<file path="src/rtl/alu_exec_if.sv">
// Request/result bundle between an issuing stage and the alu_exec execute unit.
// valid/ready contract: start is honoured only on an edge where busy=0; a start while busy=1 is dropped, never queued.
interface alu_exec_if #(
   parameter int WIDTH   = 32,
   parameter int REGADDR = 2
);
   logic               start;
   logic [2:0]         op;
   logic [REGADDR-1:0] dest;
   logic [WIDTH-1:0]   srca;
   logic [WIDTH-1:0]   srcb;
   logic               busy;
   logic               done;
   logic               regwrite;
   logic [REGADDR-1:0] writereg;
   logic [WIDTH-1:0]   writedata;
   logic               err;
   logic               dbg_state;

   modport master (
      output start, op, dest, srca, srcb,
      input  busy, done, regwrite, writereg, writedata, err, dbg_state
   );

   modport slave (
      input  start, op, dest, srca, srcb,
      output busy, done, regwrite, writereg, writedata, err, dbg_state
   );
endinterface

</file>
<file path="src/rtl/alu_exec.sv">
// Execute unit: single-cycle ADD/SUB/AND/OR/SLT and a WIDTH-cycle shift-add multiply.
// Every output is a register; dbg_state mirrors the FSM state (0=IDLE, 1=MUL).
module alu_exec #(
   parameter int WIDTH   = 32,
   parameter int REGADDR = 2
) (
   input  logic       clock,
   input  logic       reset,
   alu_exec_if.slave  bus
);
   localparam int CW = (WIDTH > 1) ? $clog2(WIDTH) : 1;

   typedef enum logic {ST_IDLE = 1'b0, ST_MUL = 1'b1} state_t;

   state_t             r_state;
   logic [CW-1:0]      r_count;
   logic [WIDTH-1:0]   r_acc;
   logic [WIDTH-1:0]   r_mcand;
   logic [WIDTH-1:0]   r_mplier;
   logic [REGADDR-1:0] r_dest;
   logic               r_busy;
   logic               r_done;
   logic               r_regwrite;
   logic               r_err;
   logic [REGADDR-1:0] r_writereg;
   logic [WIDTH-1:0]   r_writedata;

   logic [WIDTH-1:0]   w_alu;
   logic [WIDTH-1:0]   w_acc_next;

   always_comb begin
      w_alu = '0;
      case (bus.op)
         3'b000:  w_alu = bus.srca + bus.srcb;
         3'b001:  w_alu = bus.srca - bus.srcb;
         3'b010:  w_alu = bus.srca & bus.srcb;
         3'b011:  w_alu = bus.srca | bus.srcb;
         3'b100:  w_alu = {{(WIDTH-1){1'b0}}, ($signed(bus.srca) < $signed(bus.srcb))};
         default: w_alu = '0;
      endcase
   end

   assign w_acc_next = r_acc + (r_mplier[0] ? r_mcand : '0);

   always_ff @(posedge clock) begin
      if (reset) begin
         r_state     <= ST_IDLE;
         r_count     <= '0;
         r_acc       <= '0;
         r_mcand     <= '0;
         r_mplier    <= '0;
         r_dest      <= '0;
         r_busy      <= 1'b0;
         r_done      <= 1'b0;
         r_regwrite  <= 1'b0;
         r_err       <= 1'b0;
         r_writereg  <= '0;
         r_writedata <= '0;
      end else begin
         r_done     <= 1'b0;
         r_regwrite <= 1'b0;
         r_err      <= 1'b0;
         case (r_state)
            ST_IDLE: begin
               if (bus.start) begin
                  case (bus.op)
                     3'b000, 3'b001, 3'b010, 3'b011, 3'b100: begin
                        r_writedata <= w_alu;
                        r_writereg  <= bus.dest;
                        r_done      <= 1'b1;
                        r_regwrite  <= 1'b1;
                     end
                     3'b101: begin
                        r_state  <= ST_MUL;
                        r_busy   <= 1'b1;
                        r_acc    <= '0;
                        r_mcand  <= bus.srca;
                        r_mplier <= bus.srcb;
                        r_count  <= '0;
                        r_dest   <= bus.dest;
                     end
                     default: begin
                        r_err  <= 1'b1;
                        r_done <= 1'b1;
                     end
                  endcase
               end
            end
            ST_MUL: begin
               r_acc    <= w_acc_next;
               r_mcand  <= r_mcand << 1;
               r_mplier <= r_mplier >> 1;
               r_count  <= r_count + 1'b1;
               // Last step: the final partial product goes straight to writedata.
               if (r_count == CW'(WIDTH-1)) begin
                  r_state     <= ST_IDLE;
                  r_busy      <= 1'b0;
                  r_done      <= 1'b1;
                  r_regwrite  <= 1'b1;
                  r_writedata <= w_acc_next;
                  r_writereg  <= r_dest;
               end
            end
            default: r_state <= ST_IDLE;
         endcase
      end
   end

   assign bus.busy      = r_busy;
   assign bus.done      = r_done;
   assign bus.regwrite  = r_regwrite;
   assign bus.err       = r_err;
   assign bus.writereg  = r_writereg;
   assign bus.writedata = r_writedata;
   assign bus.dbg_state = r_state;
endmodule

</file>
<file path="src/flat_wrapper.sv">
// flat-port wrapper written by rule: the top's interface ports become plain ports
module alu_exec_flat 
#(
   parameter int WIDTH   = 32,
   parameter int REGADDR = 2
)
  (clock, reset, bus_start, bus_op, bus_dest, bus_srca, bus_srcb, bus_busy, bus_done, bus_regwrite, bus_writereg, bus_writedata, bus_err, bus_dbg_state);
  alu_exec_if #(.WIDTH(WIDTH), .REGADDR(REGADDR)) bus_i ();
  input  logic clock;
  input  logic reset;
  input wire logic [$bits(bus_i.start)-1:0] bus_start;
  input wire logic [$bits(bus_i.op)-1:0] bus_op;
  input wire logic [$bits(bus_i.dest)-1:0] bus_dest;
  input wire logic [$bits(bus_i.srca)-1:0] bus_srca;
  input wire logic [$bits(bus_i.srcb)-1:0] bus_srcb;
  output wire logic [$bits(bus_i.busy)-1:0] bus_busy;
  output wire logic [$bits(bus_i.done)-1:0] bus_done;
  output wire logic [$bits(bus_i.regwrite)-1:0] bus_regwrite;
  output wire logic [$bits(bus_i.writereg)-1:0] bus_writereg;
  output wire logic [$bits(bus_i.writedata)-1:0] bus_writedata;
  output wire logic [$bits(bus_i.err)-1:0] bus_err;
  output wire logic [$bits(bus_i.dbg_state)-1:0] bus_dbg_state;
  assign bus_i.start = bus_start;
  assign bus_i.op = bus_op;
  assign bus_i.dest = bus_dest;
  assign bus_i.srca = bus_srca;
  assign bus_i.srcb = bus_srcb;
  assign bus_busy = bus_i.busy;
  assign bus_done = bus_i.done;
  assign bus_regwrite = bus_i.regwrite;
  assign bus_writereg = bus_i.writereg;
  assign bus_writedata = bus_i.writedata;
  assign bus_err = bus_i.err;
  assign bus_dbg_state = bus_i.dbg_state;
  alu_exec #(.WIDTH(WIDTH), .REGADDR(REGADDR)) u_core (.clock(clock), .reset(reset), .bus(bus_i));
endmodule
</file>
<file path="config.mk">
export PLATFORM = sky130hd
export DESIGN_NAME = alu_exec_flat
export DESIGN_NICKNAME = d
export VERILOG_FILES = /design/src/rtl/alu_exec_if.sv /design/src/rtl/alu_exec.sv /design/src/flat_wrapper.sv
export SDC_FILE = /design/constraint.sdc
export NUM_CORES = 1
export LEC_CHECK = 0
export CORE_MARGIN = 3
export CORE_UTILIZATION = 40
export DETAILED_ROUTE_END_ITERATION = 12
export PLACE_DENSITY = 0.56
export SYNTH_ARGS = -nofsm -noshare
export SYNTH_HDL_FRONTEND = slang
export SYNTH_SLANG_ARGS = --single-unit
</file>
<file path="constraint.sdc">
create_clock -name clock -period 4.23 [get_ports clock]
set_input_delay 1.0575 -clock clock [delete_from_list [all_inputs] [get_ports clock]]
set_output_delay 1.0575 -clock clock [all_outputs]
set_load 0.1 [all_outputs]
</file>
## Yosys cells after proc, flatten, opt, wreduce, memory -nomap -nowiden

Cells that the tools add are included.

| word-level totals | value |
|---|---|
| register bits after elaboration | 142 |

| operators by class | value |
|---|---|
| $lt $le $gt $ge | 1 |
| add/subtract/negate cells | 4 |
| reductions and logical operators | 8 |
| eq/ne operators | 10 |
| bitwise operators | 4 |
| muxes and demuxes | 38 |

Operator list:

| cell | number |
|---|---|
| 32-bit two-way mux | 10 |
| 32-bit one-hot mux with 2 select lines | 4 |
| 32-bit one-hot mux with 5 select lines | 1 |
| 32-bit adder | 2 |
| 32-bit bitwise AND | 1 |
| 32-bit < comparator | 1 |
| 32-bit bitwise OR | 1 |
| 32-bit subtractor | 1 |
| 1-bit two-way mux | 12 |
| 5-bit two-way mux | 2 |
| 5-bit one-hot mux with 2 select lines | 1 |
| 3-bit AND reduction | 3 |
| 2-bit != test (second input constant) | 4 |
| 1-bit one-hot mux with 2 select lines | 4 |
| 3-bit by 2-bit == test with 1-bit output (second input constant) | 2 |
| 3-bit == test (second input constant) | 2 |
| 2-bit two-way mux | 3 |
| 6-bit OR reduction | 1 |
| 5-bit by 1-bit adder with 5-bit output (second input constant) | 1 |
| 5-bit == test (second input constant) | 1 |
| 5-bit OR reduction | 1 |
| 2-bit one-hot mux with 2 select lines | 1 |
| 3-bit by 1-bit == test with 1-bit output (second input constant) | 1 |
| 3-bit logical NOT | 1 |
| 3 further kinds | 4 |

## Logic depth before layout (Yosys ltp)

| logic depth | value |
|---|---|
| depth in word-level cells | 5 |
| depth in mapped cells | 14 |

## Worst setup path before layout

No wires, ideal clock.

| timing | value |
|---|---|
| path kind | input -> register |
| from | input port bus_srcb[7] |
| to | register u_core.r_writedata[28], in the netlist u_core.bus.writedata[28] |
| data arrival time | 3472 ps |
| setup time | 120 ps |
| stages on the path | 13 |
| buffers on the path | 1 |
| path slack | 639 ps |
| cells stage by stage | inv_1 -> ha_1 -> buf_4 -> nor2b_1 -> or4_1 -> a21o_1 -> and3_1 -> a211o_1 -> o21ai_2 -> o41ai_1 -> a211oi_1 -> xor2_1 -> a211o_1 |

| on the way | value |
|---|---|
| cells in the longest elaborated chain, start to end | 5 |
| elaborated cells between the ends (all ways) | 6 |

Ends and longest elaborated chain:

| item | RTL line | text |
|---|---|---|
| from (decl) | flat_wrapper.sv:15 | `input wire logic [$bits(bus_i.srcb)-1:0] bus_srcb;` |
| 32-bit subtractor / 32-bit adder (equally long branches) | alu_exec.sv:35, alu_exec.sv:34 |  |
| 32-bit one-hot mux with 5 select lines (*) | alu_exec.sv:33 | `case (bus.op)` |
| 32-bit two-way mux (*) | alu_exec.sv:66 | `case (bus.op)` |
| 32-bit two-way mux (*) | alu_exec.sv:65 | `if (bus.start) begin` |
| 32-bit one-hot mux with 2 select lines (*) | alu_exec.sv:63 | `case (r_state)` |
| to (signal assigned) | alu_exec.sv:68 | `r_writedata <= w_alu;` |
| to (signal assigned) | alu_exec.sv:100 | `r_writedata <= w_acc_next;` |
| to (decl) | alu_exec.sv:26 | `logic [WIDTH-1:0] r_writedata;` |

Mark *: on every way between the ends. The rest lies on a longest branch, timed or not. The select of a mux whose other input is x is not followed.
A chain may end at the register's enable or synchronous reset.

## Final worst setup path

| timing | value |
|---|---|
| from | input port bus_srca[0] |
| to | register u_core.r_writedata[24], in the netlist u_core.bus.writedata[24] |

| on the way | value |
|---|---|
| cells in the longest elaborated chain, start to end | 5 |
| elaborated cells between the ends (all ways) | 6 |

Ends and longest elaborated chain:

| item | RTL line | text |
|---|---|---|
| from (decl) | flat_wrapper.sv:14 | `input wire logic [$bits(bus_i.srca)-1:0] bus_srca;` |
| 32-bit subtractor / 32-bit adder (equally long branches) | alu_exec.sv:35, alu_exec.sv:34 |  |
| 32-bit one-hot mux with 5 select lines (*) | alu_exec.sv:33 |  |
| 32-bit two-way mux (*) | alu_exec.sv:66 |  |
| 32-bit two-way mux (*) | alu_exec.sv:65 |  |
| 32-bit one-hot mux with 2 select lines (*) | alu_exec.sv:63 |  |

Marked as above.

==> out/summary.log <==
qor: hold_path.min_from u_core.r_acc[14]
qor: clock_network.clockRootBuffer sky130_fd_sc_hd__clkbuf_16
qor: clock_network.cts_setup_buffers 0
qor: timing.timing.clock.skew 0.0140 ns
qor: power_and_ir_drop.portion_of_total_power_attributed_to_the_clock_network 36.6%
qor: grt.leftover_overflow_at_the_end_of_global_routing 0
qor: synth.synth.net_count 1,740
qor: synth.xor_xnor_cell_area_share_of_the_yosys_netlist 2.53%
qor: synth.compound_gate_fraction_of_synth_area 32.3%
qor: power_and_ir_drop.power-per-cell-area 290 nW/um^2
qor: worst_setup_path.cp.arrival 4.41 ns
qor: power_and_ir_drop.share_seq_of_total_power 32.1%
qor: routing.route.final.wire_length 44,400 um
qor: place.weighted_congestion_reported_at_the_end_of_routability_driven_placement 0.935
qor: routing.detailedRoute.firstPassIterationCount 5
qor: synth.synth_top_area_cell sky130_fd_sc_hd__dfxtp_1
qor: worst_setup_path.timing.critical_path.from_type input port
qor: die.core_area 28,900 um^2
qor: die.rows 62
qor: synth.dominantRegCellSynth sky130_fd_sc_hd__dfxtp_1
qor: synth.library_cells_used_by_synthesis 82
qor: timing.timing.final.crit_share 97.1%
qor: synth.synthesis.area 11,800 um^2
qor: synth.synth_adder_area_share 15.8%
qor: timing.postLayoutSetupSlackWorst 0.124 ns
qor: die.boundaryPins 111
qor: synth.synth.mux.area_fraction 0.765%
qor: grt.initial_antenna_violation_count 0
qor: worst_setup_path.cp_max_fo 3
qor: synth.synth_simple_gate_area_share 17.9%
qor: power_and_ir_drop.power_leakage 6.77 nW
qor: place.dpl_worst_slack -0.500 ns
qor: synth.synth_seq_area_share 24.1%
qor: worst_setup_path.timing.rr.start u_core.r_mplier[0]
qor: power_and_ir_drop.switching_power_as_a_share_of_total_power 36.2%
qor: clock_network.tritoncts_num_sinks 142
qor: clock_network.cts.reportedPaths.clkPinSlew 0.07 ns
qor: synth.yosys_register_bits 142
qor: synth.synth_edf_count 0
qor: worst_setup_path.timing.critical_path.from bus_srca[0]
qor: worst_setup_path.rrSetupSlack 0.51 ns
qor: synth.syn-instance-count 1,521
qor: clock_network.cts_made_buffers 17
qor: clock_network.post_cts_hold_buffer_count 0
qor: run.maxCapViolCount 0
qor: synth.postSynth.asyncResetShare 0%
qor: power_and_ir_drop.intPower 0.00282 W
qor: worst_setup_path.worst_r2r_endpoint u_core.bus.writedata[26]
qor: power_and_ir_drop.report.power.total 0.00442 W
qor: synth.synthTopCellsByArea sky130_fd_sc_hd__dfxtp_1, sky130_fd_sc_hd__ha_1, sky130_fd_sc_hd__nor2_1
qor: routing.route.detailed.wl_per_inst 20.7 um
qor: synth.yosysTopAreaCellShare 24.1%
qor: clock_network.clkLatencyLatePin 0.45 ns
qor: grt.global_route.usage.total 28.1%
qor: cells_and_area.seqCellArea 2850 um^2
qor: hold_path.hold_path_depth 2
qor: timing.timing_hold_violations_final 0
qor: clock_network.cts.path.max_buffers 2
qor: cells_and_area.layout-drive-gt1-share 15.4%
qor: cells_and_area.final_net_count 1,969
qor: worst_setup_path.crit_path_end_kind flip-flop
qor: timing.worst_pin_slew 0.989 ns
qor: routing.drc_errors 0
qor: timing.worst_slew_margin_rel 33.8%
qor: routing.antenna_violating_nets_post_route 0
qor: timing.finalSetupViolations 0
qor: die.die-area 31,500 um^2
qor: run_status.run_status finished, final reports clean
qor: routing.dr.first_iter.drc_count 1,229
qor: cells_and_area.multiInputGateArea 8250 um^2
qor: power_and_ir_drop.share_comb_of_total_power 31.3%
qor: grt.grt_first_pass_wirelength 69,100 um
qor: place.io_buffers 110
qor: synth.combinational_family_with_the_most_area_after_synthesis compound AO/OA/AOI/OAI gates
qor: grt.grt_pass1_vias 12,000
qor: hold_path.min_path_type reg2reg
qor: worst_setup_path.worst-r2r-cell-count 15
qor: clock_network.tritoncts built
qor: routing.route.detailed.vias_per_inst 5.87
qor: cells_and_area.num-fill-cells 2,863
qor: hold_path.min_delay_endpoint u_core.r_acc[14]
qor: worst_setup_path.timing.critical_path.required 4.54 ns
qor: die.floorplan.initialDensity 40.8%
qor: place.post-dp-hpwl 33,600 um
qor: power_and_ir_drop.ir_worst_vdd 0.265 mV
qor: timing.finalHoldWorstSlack 0.459 ns
qor: die.floorplan.die.height 178 um
qor: die.chipWidth 178 um
qor: worst_setup_path.critical_path_class in2reg
qor: place.placed_cells 2,115
qor: clock_network.htreeDepth 4
qor: cells_and_area.synthToLayoutAreaGrowth 29.3%
qor: timing.drv_slew 0
qor: routing.total_number_of_vias 12,600
qor: cells_and_area.layoutNonFillerInstCount 2,148
qor: synth.yosysWarnings 0
qor: timing.fmax 244 MHz
qor: synth.postSynthAreaPerCell 7.74 um^2
qor: timing.finalCriticalPeriod 4.11 ns
qor: grt.maximum_number_of_pins_on_one_net_before_global_route_repair 109
qor: power_and_ir_drop.p_sw 0.00160 W
## sequential cells by signal (all words and copies together), names as in the netlist, 2 cells and up
| name | cells |
|---|---|
| u_core.bus.writedata | 32 |
| u_core.r_acc | 32 |
| u_core.r_mcand | 32 |
| u_core.r_mplier | 32 |
| u_core.r_count | 5 |
| u_core.bus.writereg | 2 |
| u_core.r_dest | 2 |
## cell families (layout without fill, tap and decap cells)
kind of cell | Yosys count | count (layout)
adders and majority gates | 147 | 147
muxes | 9 | 9
buffers and inverters | 201 | 443
other | 0 | 1
DFF | 142 | 142
and+or+nand+nor | 465 | 465
AOI/OAI and AO/OA | 523 | 523
xor gates and xnor gates | 34 | 34
## power by group through the flow
stage	Combinational (W)	Clock [W]	Sequential, W
after floorplan	0.000604	0	0.00162
after detailed placement	0.00136	0	0.00145
after CTS	0.00136	0.00164	0.00142
after global routing	0.00149	0.00170	0.00142
after global placement	0.00136	0	0.00145
final	0.00138	0.00162	0.00142
## through the flow
step / instance area [um^2] / util, % / setup TNS, ns
finish: 15200 / 52.8 / 0
global route: 15200 / 52.8 / -0.0334
CTS: 15200 / 52.6 / 0
detailed placement: 14600 / 50.4 / -4.87
global placement: 14600 / 50.4 / -3.95
floorplan: 11800 / - / 0
## cell usage in the layout, fill, tap and decap left out, types with 9 or more instances in the layout
master,instances
sky130_fd_sc_hd__o221ai_1,14
sky130_fd_sc_hd__and2_1,36
sky130_fd_sc_hd__a221o_1,17
sky130_fd_sc_hd__a31oi_1,14
sky130_fd_sc_hd__a222oi_1,62
sky130_fd_sc_hd__ha_1,144
sky130_fd_sc_hd__a211oi_1,14
sky130_fd_sc_hd__dfxtp_1,141
sky130_fd_sc_hd__nor2_1,196
sky130_fd_sc_hd__nand2_1,107
sky130_fd_sc_hd__nand2b_1,14
sky130_fd_sc_hd__a311oi_1,15
sky130_fd_sc_hd__a21oi_1,131
sky130_fd_sc_hd__a21o_1,32
sky130_fd_sc_hd__o211ai_1,19
sky130_fd_sc_hd__clkbuf_16,17
sky130_fd_sc_hd__mux2i_1,9
sky130_fd_sc_hd__clkdlybuf4s50_1,108
sky130_fd_sc_hd__nand3_1,20
sky130_fd_sc_hd__o21ai_0,62
sky130_fd_sc_hd__xnor2_1,27
sky130_fd_sc_hd__a221oi_1,17
sky130_fd_sc_hd__buf_4,195
sky130_fd_sc_hd__inv_1,102
sky130_fd_sc_hd__nor3_1,30
sky130_fd_sc_hd__o21a_1,9
sky130_fd_sc_hd__a22oi_1,16
sky130_fd_sc_hd__and3_1,17
sky130_fd_sc_hd__nor4_1,9
sky130_fd_sc_hd__o21bai_1,16
## worst max-delay path: stages
cell and delay, ns:
sky130_fd_sc_hd__clkdlybuf4s50_1 0.51, sky130_fd_sc_hd__buf_4 0.19, sky130_fd_sc_hd__ha_1 0.20, sky130_fd_sc_hd__fa_1 0.45
sky130_fd_sc_hd__a21oi_2 0.17, sky130_fd_sc_hd__or3_1 0.21, sky130_fd_sc_hd__a211oi_4 0.10, sky130_fd_sc_hd__o21ai_2 0.21
sky130_fd_sc_hd__nand3_1 0.17, sky130_fd_sc_hd__a32oi_2 0.28, sky130_fd_sc_hd__o311ai_0 0.19, sky130_fd_sc_hd__o21bai_1 0.22
sky130_fd_sc_hd__a221oi_2 0.38, sky130_fd_sc_hd__a311oi_1 0.08
## repair_timing
| item | in CTS | in global routing |
|---|---|---|
| pin swaps | 0 | 3 |
| cloned | 0 | 0 |
| resized for setup | 2 | 10 |
| setup endpoints to repair | 2 | 8 |
## worst max path at each step
stage,to,slack [ns],cells after the start
2_1_floorplan,u_core.bus.writedata[28],0.64,13
3_3_place_gp,u_core.bus.writedata[16],-0.49,15
3_5_place_dp,u_core.bus.writedata[24],-0.50,14
4_1_cts,u_core.bus.writedata[28],0.09,14
5_1_grt,u_core.bus.writedata[28],-0.03,14
6_report,u_core.bus.writedata[24],0.12,14
## layer usage
| layer | track usage (%) | share of wire [%] |
|---|---|---|
| met5 | 0 | 0 |
| met4 | 6.45 | 1.7 |
| met3 | 5.26 | 7.4 |
| met2 | 41.1 | 42 |
| met1 | 42.4 | 49 |
## cell type report
| class | instances | area share [%] |
|---|---|---|
| multi-input combinational | 1178 | 54.2 |
| sequential | 142 | 18.7 |
| timing repair buffer | 308 | 17.4 |
| tap | 384 | 3.16 |
| clock buffer | 18 | 2.88 |
| inverter | 103 | 2.54 |
| clock inverter | 14 | 1.14 |
| antenna | 1 | 0.0164 |
## cell usage after synthesis, drive strengths merged (16+ instances only)
library cell,instances
nor3,31
a31oi,16
and3,17
a21oi,133
a221o,17
a21o,32
a222oi,62
nor2,197
o21bai,16
and2,36
o21ai,68
buf,17
a221oi,19
clkbuf,81
a311oi,16
a211oi,17
inv,103
nand3,20
dfxtp,142
xnor2,27
nand2,108
o211ai,20
ha,144
a22oi,16
(Power assumes the default switching activity.)
==> edit 1, RTL diff (config.mk and constraints unchanged) <==
`REGADDR` is set to 2 in 3 places; all go to 1.
--- a/src/rtl/alu_exec_if.sv
+++ b/src/rtl/alu_exec_if.sv
@@ -4,3 +4,3 @@
    parameter int WIDTH   = 32,
-   parameter int REGADDR = 2
+   parameter int REGADDR = 1
 );
--- a/src/rtl/alu_exec.sv
+++ b/src/rtl/alu_exec.sv
@@ -4,3 +4,3 @@
    parameter int WIDTH   = 32,
-   parameter int REGADDR = 2
+   parameter int REGADDR = 1
 ) (
--- a/src/flat_wrapper.sv
+++ b/src/flat_wrapper.sv
@@ -4,3 +4,3 @@
    parameter int WIDTH   = 32,
-   parameter int REGADDR = 2
+   parameter int REGADDR = 1
 )
Ports: changed (resized bus_dest and bus_writereg); port bits go from 111 to 109. No check against the original RTL was run, so the function may have changed too.
==> edit 1 against the original RTL <==
Cell area rose by 2.8%. Setup slack gained 0.10 ns. Power rose by 1.5%. Sequential cell count down 2. Critical path depth rose by 2. Critical endpoint is now u_core.bus.writedata[9]. Area after synthesis rose by 5.9%. Non-clock buffer count down 24. Routed wire length grew 8.6%.
==> edit 1: results (changes against the original RTL) <==
stage	metric	value	unit	change
setup_path	reg2reg_from	u_core.r_mcand[0]		
route	drt-total-wl	48.22	mm	+8.6%
timing	clock_skew	0.01397	ns	-0.00007530 ns
final_layout	fillers	3050		+6.5%
grt	use_met3	5.262	%	about the same
route	top_layer	met5		
clocking	cts_resized	0		-2
power	pwr-share-comb	31.6	%	+0.3 points
setup_path	crit_arrival	4.28	ns	-0.13 ns
logic_synthesis	synth_xor_xnor_area_share	1.896	%	-0.63 points
grt	first_global_vias	12480		+4.1%
status	status	finished, final reports clean		
logic_synthesis	yosys-top-cells-area	dfxtp_1 22%, ha_1 14%, nor2_1 5.3%		
logic_synthesis	synth_area_per_cell	7.675	sq um	-0.90%
grt	grt_use_met1	40.95	%	-1.4 points
route	wl_met2	20.87	mm	+13%
logic_synthesis	syn_nets	1843		+5.9%
logic_synthesis	synth_compound_area_share	32.06	%	-0.26 points
grt	grt_max_degree	101		-7.3%
placed_design	dp.final_hpwl	37.01	mm	+10%
setup_path	startpoint	bus_srcb[2]		
logic_synthesis	netlist_top_cells_count	175 x nor2_1, 144 x ha_1, 140 x dfxtp_1		
route	drtIter0Drc	1472		+20%
power	pwr-share-seq	31.2	%	-0.9 points
power	peakVddDrop	0.2965	mV	+12%
logic_synthesis	ys_seq_area_share	22.47	%	-1.7 points
clocking	post_cts_buffers	0		unchanged
route	drt-met1-wl	22.51	mm	+2.8%
grt	antenna_found_initial	4		+4
route	dr_wl_met3	3.576	mm	+8.3%
final_layout	layout.nets	2040		+3.6%
final_layout	drive_above_1_share	14.82	%	-0.55 points
power	power_switching	1640	uW	+2.5%
setup_path	critPathMaxFanout	5		+2
grt	grt_usage	28.28	%	+0.18 points
timing	slew_headroom	31.33	%	-2.5 points
placed_design	io_buffers	108		-1.8%
placed_design	place_congestion	0.9728		+4.0%
route	via_count	13280		+5.3%
grt	use_met2	42.61	%	+1.5 points
clocking	cts_buffers	17		unchanged
final_layout	final_cells	2234		+4.0%
route	first_pass_iters	6		+1
power	sequentialPower	1400	uW	
worst_hold_path	min_from	u_core.r_dest		
grt	grt_first_pass_wirelength	73.42	mm	+6.2%
power	power.leakage	0.006763	uW	about the same
logic_synthesis	yosysUniqueCellTypes	99		+21%
setup_path	r2r_cells	12		-3
clocking	insertion_delay	0.45	ns	about the same
logic_synthesis	synthMuxAreaShare	0.9029	%	+0.14 points
placed_design	post-place-cells	2199		+4.0%
logic_synthesis	ys.flop_type	dfxtp_1		
logic_synthesis	synthAdderAreaFrac	14.93	%	-0.88 points
edit 1: changes by cell type in the layout (fill, tap and decap cells not counted), sizes merged, moves of 14 or more:
cell | unedited run | this run
nand4 | 6 | 20
o21ai | 68 | 97
nand3 | 20 | 34
nor2 | 197 | 175
nand2 | 108 | 138
inv | 109 | 125
a222oi | 62 | 46
buf | 200 | 178
edit 1: critical path, cell delays in order:
cell and delay (ns):
clkdlybuf4s50_1 0.58, inv_1 0.10, ha_1 0.38, buf_4 0.18, nor4_4 0.32, o21ai_2 0.13, buf_4 0.16, o21ai_0 0.16
buf_4 0.14, buf_4 0.10, nor2_1 0.03, a211oi_1 0.25, a31oi_1 0.08, o21ai_0 0.36, buf_4 0.18, a311oi_1 0.07
edit 1: path summary, 6_finish.rpt:
check	endpoint	slack, ns
setup / recovery	u_core.bus.writedata[9]	0.23
hold / removal	u_core.r_dest	0.45
setup reg to reg	u_core.r_acc[24]	0.68
hold reg to reg	u_core.r_dest	0.45
edit 1: area by class of cell:
cell class / instances / area (sq um) / share of cell area (%)
Antenna cell: 3 / 7.507 / 0.04794
Clock buffer: 17 / 425.4 / 2.717
Clock inverter: 15 / 200.2 / 1.278
Inverter: 117 / 441.7 / 2.821
Multi-Input combinational cell: 1262 / 8822 / 56.34
Sequential cell: 140 / 2806 / 17.92
Tap cell: 396 / 495.5 / 3.164
Timing Repair Buffer: 284 / 2460 / 15.71
edit 1: through the flow:
step | instance area, sq um | setup slack, ns | hold slack (ns) | utilization (%)
floorplan | 12470 | 0.7957 | 0.4244 | -
global placement | 15020 | -0.2826 | 0.4402 | 48.98
detailed placement | 15020 | -0.3133 | 0.4474 | 48.98
CTS | 15650 | 0.1544 | 0.4567 | 51.02
global route | 15660 | 0.1268 | 0.4836 | 51.06
finish | 15660 | 0.2278 | 0.4546 | 51.06
==> edit 2, RTL diff (same settings) <==
Made on the original files. Make the reset (`reset`) asynchronous in one clocked block.
--- a/src/rtl/alu_exec.sv
+++ b/src/rtl/alu_exec.sv
@@ -44,3 +44,3 @@
 
-   always_ff @(posedge clock) begin
+   always_ff @(posedge clock or posedge reset) begin
       if (reset) begin
Behaviour: differs if reset is asserted again (counterexample within 4 cycles, from zero or initial values and one cycle with reset high); with reset held inactive, the same outputs for 4 cycles.
==> edit 2 against the original RTL <==
Highest routed layer unchanged. Setup slack gained 0.074 ns. Routed wire length is 2.5% higher. Cell area grew 7.3%. Area after synthesis is 7.9% higher. Via count grew 3.4%. Sequential cell count is the same.
Power is not compared: it rests on default switching activity, and its combinational part moved more than twofold at a synthesized area within 25%.
==> edit 2: results (changes against the original RTL) <==
stage	metric	value	unit	change
route	top_layer	met4		
final_layout	drive_above_1_share	16.60	%	+1.2 points
route	drtIter0Drc	1106		-10%
clocking	clkTransAtPathRegs	0.07	ns	about the same
worst_hold_path	hold_class	register to register		
timing	clock_skew	0.01072	ns	-0.003328 ns
logic_synthesis	yosys-top-cells-area	dfrtp_1 28%, ha_1 14%, a21oi_1 7.1%		
grt	grt_first_pass_wirelength	70.70	mm	+2.3%
clocking	cts_htree_levels	4		unchanged
final_layout	antenna-diode-count	0		-1
setup_path	slowest_stage	clkdlybuf4s50_1		
grt	use_met2	39.98	%	-1.1 points
status	status	finished, final reports clean		
grt	first_global_vias	12440		+3.8%
logic_synthesis	ys_seq_area_share	27.96	%	+3.8 points
setup_path	path_delay_family	compound AO/OA/AOI/OAI gates		
route	vias_per_cell	5.610		-4.4%
setup_path	reg2reg_from	u_core.r_mplier[0]		
route	wl_met2	19.13	mm	+3.6%
setup_path	critPathMaxStageDelay	0.47	ns	-0.04 ns
clocking	clock-root-buffer	clkbuf_16		
clocking	insertion_delay	0.45	ns	about the same
logic_synthesis	yosysUniqueCellTypes	85		+3.7%
logic_synthesis	synthArstFlopShare	100.0	%	+100 points
grt	use_met3	4.184	%	-1.1 points
logic_synthesis	yosysWarnings	0		unchanged
route	wl_per_cell	19.58	um	-5.3%
placed_design	pre_cts_ws	-0.3063	ns	+0.1940 ns
grt	grt_max_degree	102		-6.4%
clocking	clock_path_buffers	2		unchanged
setup_path	startpoint	bus_srca[0]		
placed_design	dp.final_hpwl	35.75	mm	+6.3%
power	power.leakage	0.007776	uW	
timing	slew_headroom	26.78	%	-7.1 points
grt	antenna_found_initial	0		unchanged
final_layout	layout.nets	2134		+8.4%
final_layout	fillers	3013		+5.2%
route	drt-met1-wl	22.95	mm	+4.8%
route	dr_wl_met3	2.777	mm	-16%
clocking	cts_resized	0		-2
route	first_pass_iters	6		+1
grt	grt_usage	26.79	%	-1.3 points
logic_synthesis	synth_top_area_cell	dfrtp_1		
grt	grt_use_met1	41.11	%	-1.2 points
placed_design	place_congestion	0.9261		-0.96%
logic_synthesis	syn_nets	1867		+7.3%
clocking	cts_buffers	17		unchanged
worst_hold_path	min_from	u_core.r_mplier[11]		
power	peakVddDrop	0.2985	mV	
placed_design	io_buffers	110		unchanged
setup_path	critPathMaxFanout	5		+2
clocking	post_cts_buffers	0		unchanged
logic_synthesis	netlist_top_cells_count	230 x nand2_1, 180 x a21oi_1, 161 x nor2_1		
[edit 2: kinds of logic after synthesis]
| kind of cell | after synthesis | synth area share, % |
|---|---|---|
| adders and majority gates | 147 | 14.65 |
| muxes | 9 | 0.7285 |
| AOI/OAI and AO/OA | 574 | 29.11 |
| xor gates and xnor gates | 37 | 2.550 |
| buffers and inverters | 200 | 6.232 |
| and+or+nand+nor | 539 | 18.77 |
| DFF | 142 | 27.96 |
[edit 2: area by class of cell]
type | count | area, sq um | area share [%]
inverter | 102 | 386.6 | 2.365
timing repair buffer | 346 | 2920 | 17.87
sequential | 142 | 3557 | 21.76
clock inverter | 15 | 167.7 | 1.026
multi-input combinational | 1306 | 8392 | 51.34
clock buffer | 17 | 425.4 | 2.603
tap | 396 | 495.5 | 3.031
[edit 2: report_power, final]
part | total, uW | leakage (uW) | switching (uW) | internal, uW
clock | 1590 | 0.000295 | 746 | 841
sequential | 2280 | 0.00183 | 398 | 1880
combinational | 4280 | 0.00565 | 2920 | 1360
total | 8150 | 0.00778 | 4060 | 4080
[edit 2: metrics by stage]
stage          cell area, sq um  hold WS (ns)  std cells  power, uW
2_1_floorplan             12710        0.4525       1648       5177
3_3_place_gp              15750        0.4601       2292       6511
3_5_place_dp              15750        0.4711       2292       6560
4_1_cts                   16340        0.4892       2324       8172
5_1_grt                   16340        0.5063       2324       8628
6_report                  16340        0.4859       2324       8145
[edit 2: path summary, 6_finish.rpt]
check	cells past startpoint	to	slack, ns
max in group asynchronous	3	u_core.bus.dbg_state	2.62
worst min register to register	2	u_core.r_mplier[10]	0.49
worst max-delay path	14	u_core.bus.writedata[0]	0.20
min in group asynchronous	3	u_core.r_mcand[31]	1.10
worst max register to register	13	u_core.bus.writedata[28]	0.46
worst min-delay path	2	u_core.r_mplier[10]	0.49
